[src/rtl/memory_arbiter.sv]
// memory_arbiter: shares one single-ported RAM between instruction fetch and data
// requesters. Data has priority, but after D_STREAK_MAX consecutive data grants
// taken while a fetch is waiting, the fetch is served next.
//
// Handshake: a requester raises its request level (iREN / dREN / dWEN) with stable
// address/data and holds it; its wait output stays 1 until the single cycle in which
// the RAM reports ACCESS for its grant. In that cycle wait=0 and the load word is
// valid. A request dropped while granted aborts the access with no completion.
module memory_arbiter #(
  parameter int D_STREAK_MAX = 4,
  parameter int ADDR_W       = 32,
  parameter int DATA_W       = 32
) (
  input  logic              CLK,
  input  logic              RST,
  input  logic              iREN,
  input  logic [ADDR_W-1:0] iaddr,
  output logic              iwait,
  output logic [DATA_W-1:0] iload,
  input  logic              dREN,
  input  logic              dWEN,
  input  logic [ADDR_W-1:0] daddr,
  input  logic [DATA_W-1:0] dstore,
  output logic              dwait,
  output logic [DATA_W-1:0] dload,
  output logic              ramREN,
  output logic              ramWEN,
  output logic [ADDR_W-1:0] ramaddr,
  output logic [DATA_W-1:0] ramstore,
  input  logic [DATA_W-1:0] ramload,
  input  logic [1:0]        ramstate,
  output logic              memerr,
  output logic [1:0]        o_dbg_state
);

  typedef enum logic [1:0] {
    IDLE  = 2'd0,
    GNT_I = 2'd1,
    GNT_D = 2'd2
  } state_t;

  localparam logic [1:0] RS_ACCESS = 2'd2;
  localparam logic [1:0] RS_ERROR  = 2'd3;

  localparam int             SW         = $clog2(D_STREAK_MAX + 1);
  localparam logic [SW-1:0]  STREAK_MAX = SW'(D_STREAK_MAX);

  state_t        r_state;
  logic [SW-1:0] r_dstreak;
  logic          r_memerr;

  logic w_d_req;
  logic w_i_live;
  logic w_d_live;
  logic w_i_done;
  logic w_d_done;
  logic w_err;
  logic w_streak_lt;

  // Grant-owner status: a grant is "live" only while its owner keeps requesting.
  always_comb begin
    w_d_req     = dREN | dWEN;
    w_i_live    = (r_state == GNT_I) && iREN;
    w_d_live    = (r_state == GNT_D) && w_d_req;
    w_i_done    = w_i_live && (ramstate == RS_ACCESS);
    w_d_done    = w_d_live && (ramstate == RS_ACCESS);
    w_err       = (w_i_live || w_d_live) && (ramstate == RS_ERROR);
    w_streak_lt = r_dstreak < STREAK_MAX;
  end

  // Grant FSM, data streak counter and sticky error flag.
  always_ff @(posedge CLK or posedge RST) begin
    if (RST) begin
      r_state   <= IDLE;
      r_dstreak <= '0;
      r_memerr  <= 1'b0;
    end else begin
      if (w_err) r_memerr <= 1'b1;
      case (r_state)
        IDLE: begin
          if (w_d_req && (!iREN || w_streak_lt)) r_state <= GNT_D;
          else if (iREN)                         r_state <= GNT_I;
        end
        GNT_I: begin
          // Abort and error both leave the streak alone; only a fetch completion clears it.
          if (!iREN || w_err) begin
            r_state <= IDLE;
          end else if (w_i_done) begin
            r_state   <= IDLE;
            r_dstreak <= '0;
          end
        end
        GNT_D: begin
          if (!w_d_req || w_err) begin
            r_state <= IDLE;
          end else if (w_d_done) begin
            r_state <= IDLE;
            if (!iREN)            r_dstreak <= '0;
            else if (w_streak_lt) r_dstreak <= r_dstreak + SW'(1);
          end
        end
        default: r_state <= IDLE;
      endcase
    end
  end

  // RAM strobes and requester wait/load outputs, decoded from the current grant.
  always_comb begin
    ramREN   = 1'b0;
    ramWEN   = 1'b0;
    ramaddr  = '0;
    ramstore = '0;
    iwait    = iREN;
    dwait    = w_d_req;
    iload    = '0;
    dload    = '0;
    case (r_state)
      GNT_I: begin
        ramREN  = iREN;
        ramaddr = iaddr;
        iwait   = iREN && !w_i_done;
        iload   = w_i_done ? ramload : '0;
      end
      GNT_D: begin
        ramREN   = dREN & ~dWEN;
        ramWEN   = dWEN;
        ramaddr  = daddr;
        ramstore = dstore;
        dwait    = w_d_req && !w_d_done;
        dload    = (w_d_done && !dWEN) ? ramload : '0;
      end
      default: ;
    endcase
  end

  assign memerr      = r_memerr;
  assign o_dbg_state = r_state;

endmodule

[config.mk]
export PLATFORM = sky130hd
export DESIGN_NAME = memory_arbiter
export DESIGN_NICKNAME = d
export VERILOG_FILES = /design/src/rtl/memory_arbiter.sv
export SDC_FILE = /design/constraint.sdc
export NUM_CORES = 1
export LEC_CHECK = 0
export CORE_AREA = 3 3 104 106
export CTS_CLUSTER_DIAMETER = 120
export DETAILED_ROUTE_END_ITERATION = 16
export DIE_AREA = 0 0 107 109
export PLACE_DENSITY = 0.6
export SLEW_MARGIN = 0
export SYNTH_ARGS = -nofsm -noshare
export SYNTH_HDL_FRONTEND = slang
export SYNTH_SLANG_ARGS = --single-unit
[constraint.sdc]
create_clock -name CLK -period 2.6 [get_ports CLK]
set_clock_uncertainty 0.2 [all_clocks]
set_input_delay 0.52 -clock CLK [delete_from_list [all_inputs] [get_ports CLK]]
set_output_delay 0.52 -clock CLK [all_outputs]
set_load 0.01 [all_outputs]
==> flow_metrics.py <==
metrics = {
    "floorplanning": {
        "start_util": 0.1648,
        "num_rows": 36,
        "die_area_sq_mm": 0.01166,
        "core_area_sq_mm": 0.009864,
        "io_pins": 270,
        "die_y_microns": 109,
        "die_w_microns": 107,
    },
    "detailed_routing": {
        "drtAntennaViolNets": 0,
        "wl_microns": 10900,
        "first_pass_iters": 4,
        "drt_iter0_drc": 88,
        "wl_per_cell_microns": 16.57,
        "vias": 2788,
        "drc_errors": 0,
        "vias_per_cell": 4.237,
    },
    "yosys": {
        "ys.flop_type": "dfrtp_1",
        "ys_types": 30,
        "ys_seq_elements": 6,
        "synth_edf_count": 0,
        "synthTopCellsByCount": "and2_1, nor2b_1, a22oi_1",
        "async_flop_share": 1.000,
        "syn_area_per_cell_sq_um": 6.887,
        "ys_seq_area_frac": 0.09238,
        "synth_top_area_share": 0.3772,
        "syn-num-nets": 375,
        "synth.largest_area_cell": "and2_1",
        "synth_area_sq_mm": 0.001625,
        "synthCells": 236,
        "yosys_warnings": 0,
        "synth_area_leaders": "and2_1, a22oi_1, nor2b_1",
        "yosysMostFrequentCell": "and2_1",
    },
    "clock_tree": {
        "root_buffer": "clkbuf_8",
        "clock_latency_ps": 220,
        "cts_tree": "yes",
        "cts.sinks": 6,
        "cts_max_level": 1,
        "cts.reportedPaths.clkPinSlew_ps": 40,
        "cts_buffers": 3,
        "ctsHoldBuffers": 0,
        "clockBufferDepth": 2,
    },
    "grt": {
        "grt_start_max_net_pins": 24,
        "grt_overflow": 0,
        "grt_pass1_wl_microns": 15760,
        "antenna_found_initial": 0,
        "grt_use_total": 0.1730,
        "grt_pass1_vias": 2988,
    },
    "power_and_ir_drop": {
        "p_sw_frac": 0.3978,
        "p_switching_w": 0.001114,
        "ir_worst_vdd_v": 0.0003233,
        "p_per_area_mw_per_mm2": 578.2,
        "p_clk_frac": 0.050,
        "p_int_w": 0.001686,
        "power_leakage_nw": 2.389,
        "pwr-share-comb": 0.897,
        "sequentialPowerShare": 0.053,
    },
    "critical_path": {
        "worstSetupPathType": "flip-flop to output pin",
        "r2r_slack_ps": 520,
        "critPathRequiredTime_ps": 1880,
        "start_kind": "flip-flop",
        "cp.arrival_ps": 1860,
        "cp-end-kind": "output pin",
        "worstReg2RegStart": "o_dbg_state[0]$_DFFE_PP0P_",
        "critPathMaxFanout": 23,
        "r2r-end": "r_dstreak[1]$_DFFE_PP0P_",
        "reg2reg_depth": 7,
    },
    "sta": {
        "slew_headroom": 0.8000,
        "setup_viol": 0,
        "rsz0062_at_grt": "yes",
        "timing.final.crit_share": 0.9917,
        "final_hold_viol_count": 0,
        "slew_viol_final": 0,
        "max_freq_mhz": 387.8,
        "worst_slew_pin_slew_ps": 296.3,
        "fin_tns_setup_ps": 0,
        "layout_min_cycle_time_ps": 2578,
    },
    "layout": {
        "area_growth_pct": 197.9,
        "n_fill_cell": 973,
        "final_cell_area_sq_mm": 0.004842,
        "num_antenna_cells": 0,
        "nNetsFinal": 666,
        "drive_above_1_share": 0.2076,
    },
    "place": {
        "dp_hpwl_microns": 7903,
        "routabilityCongestion": 0.7522,
        "dpl_cell_area_sq_mm": 0.004568,
        "numPortBuffers": 269,
    },
    "worst_hold_path": {
        "min_from": "memerr$_DFFE_PP0P_",
        "hold_class": "flip-flop to flip-flop",
        "min_path_cells": 1,
        "hold_path_end": "memerr$_DFFE_PP0P_",
    },
    "run_status": {
        "status": "complete, no violations",
    },
    "flow_run": {
        "maxCapViolCount": 0,
    },
}
## power by group through the flow
| stage | Clock [W] | Combinational (W) | Sequential [W] |
|---|---|---|---|
| 2_1_floorplan | 0 | 0.00101 | 0.000149 |
| 3_3_place_gp | 0 | 0.00226 | 0.000145 |
| 3_5_place_dp | 0 | 0.00228 | 0.000147 |
| 4_1_cts | 0.000145 | 0.00253 | 0.000148 |
| 5_1_grt | 0.000148 | 0.00270 | 0.000153 |
| 6_report | 0.000140 | 0.00251 | 0.000149 |
## state kept, by name, indices dropped and copies added, names as in the netlist
register and flops:
o_dbg_state 2, memerr 1, r_dstreak 3
## stage by stage
step	hold WS [ps]	cells	utilization	power, W	setup slack, ps
after floorplan	111.0	236	-	0.001163	405.8
after global placement	252.3	633	0.4631	0.002404	-478.7
after detailed placement	254.9	633	0.4631	0.002429	-462.9
after CTS	263.2	655	0.4895	0.002821	-104.2
after global routing	283.1	658	0.4909	0.003005	-60.82
final	257.0	658	0.4909	0.002799	21.64
## layout by cell type (no fill, tap or decap), types with 5 or more instances in the layout
| cell type | n |
|---|---|
| dfrtp_1 | 6 |
| clkdlybuf4s15_1 | 9 |
| dlymetal6s2s_1 | 10 |
| buf_2 | 26 |
| clkdlybuf4s15_2 | 15 |
| buf_4 | 17 |
| nor2b_1 | 34 |
| and2_4 | 5 |
| a22oi_1 | 31 |
| buf_6 | 18 |
| dlygate4sd2_1 | 61 |
| and2_1 | 93 |
| clkdlybuf4s50_1 | 143 |
## cell families (layout without fill, tap and decap cells)
logic type / Yosys count / in the layout / share of synthesized area
DFF: 6 / 6 / 0.09238
muxes: 2 / 2 / 0.01848
buffers and inverters: 26 / 315 / 0.06851
and+or+nand+nor: 150 / 150 / 0.5681
adders and majority gates: 4 / 4 / 0.03079
AOI/OAI and AO/OA: 48 / 48 / 0.2217
## metal layers
layer / global-route usage / part of all wire / vias to the layer above / wire, microns
met3: 0.04322 / 0.086 / 11 / 938
met5: 0 / 0 / - / 0
met4: 0.03836 / 0.011 / 0 / 118
met1: 0.1826 / 0.37 / 1259 / 3985
met2: 0.3431 / 0.54 / 151 / 5859
li1: - / - / 1367 / -
## area by class of cell
type	instances	area, sq um	area share
clock buffer	3	41.29	0.008527
inverter	4	15.01	0.003101
multi-input combinational	204	1444	0.2982
sequential	6	150.1	0.03101
tap	133	166.4	0.03437
timing repair buffer	308	3025	0.6248
## how the worst max path moves through the flow
stage / start / end / slack [ps] / cells past startpoint
2_1_floorplan: o_dbg_state[1]$_DFFE_PP0P_ / iload[10] / 410 / 7
3_3_place_gp: ramstate[0] / iload[25] / -480 / 6
3_5_place_dp: ramstate[0] / iload[20] / -460 / 6
4_1_cts: o_dbg_state[0]$_DFFE_PP0P_ / dload[24] / -100 / 9
5_1_grt: o_dbg_state[0]$_DFFE_PP0P_ / ramstore[22] / -60 / 5
6_report: o_dbg_state[0]$_DFFE_PP0P_ / ramstore[27] / 20 / 5
## worst max-delay path, stage by stage, from the launching register on
cell and delay (ps):
dfrtp_1 380, inv_2 90, ha_4 180, bufbuf_16 310, and2_1 130, clkdlybuf4s50_1 540
## timing repair
action                     CTS  global route
gates resized for setup    253            49
pin swaps                    2             5
setup endpoints to repair  125            63
gates cloned                 7             1
buffers inserted            12             6
Power figures use the tool's default switching activity.
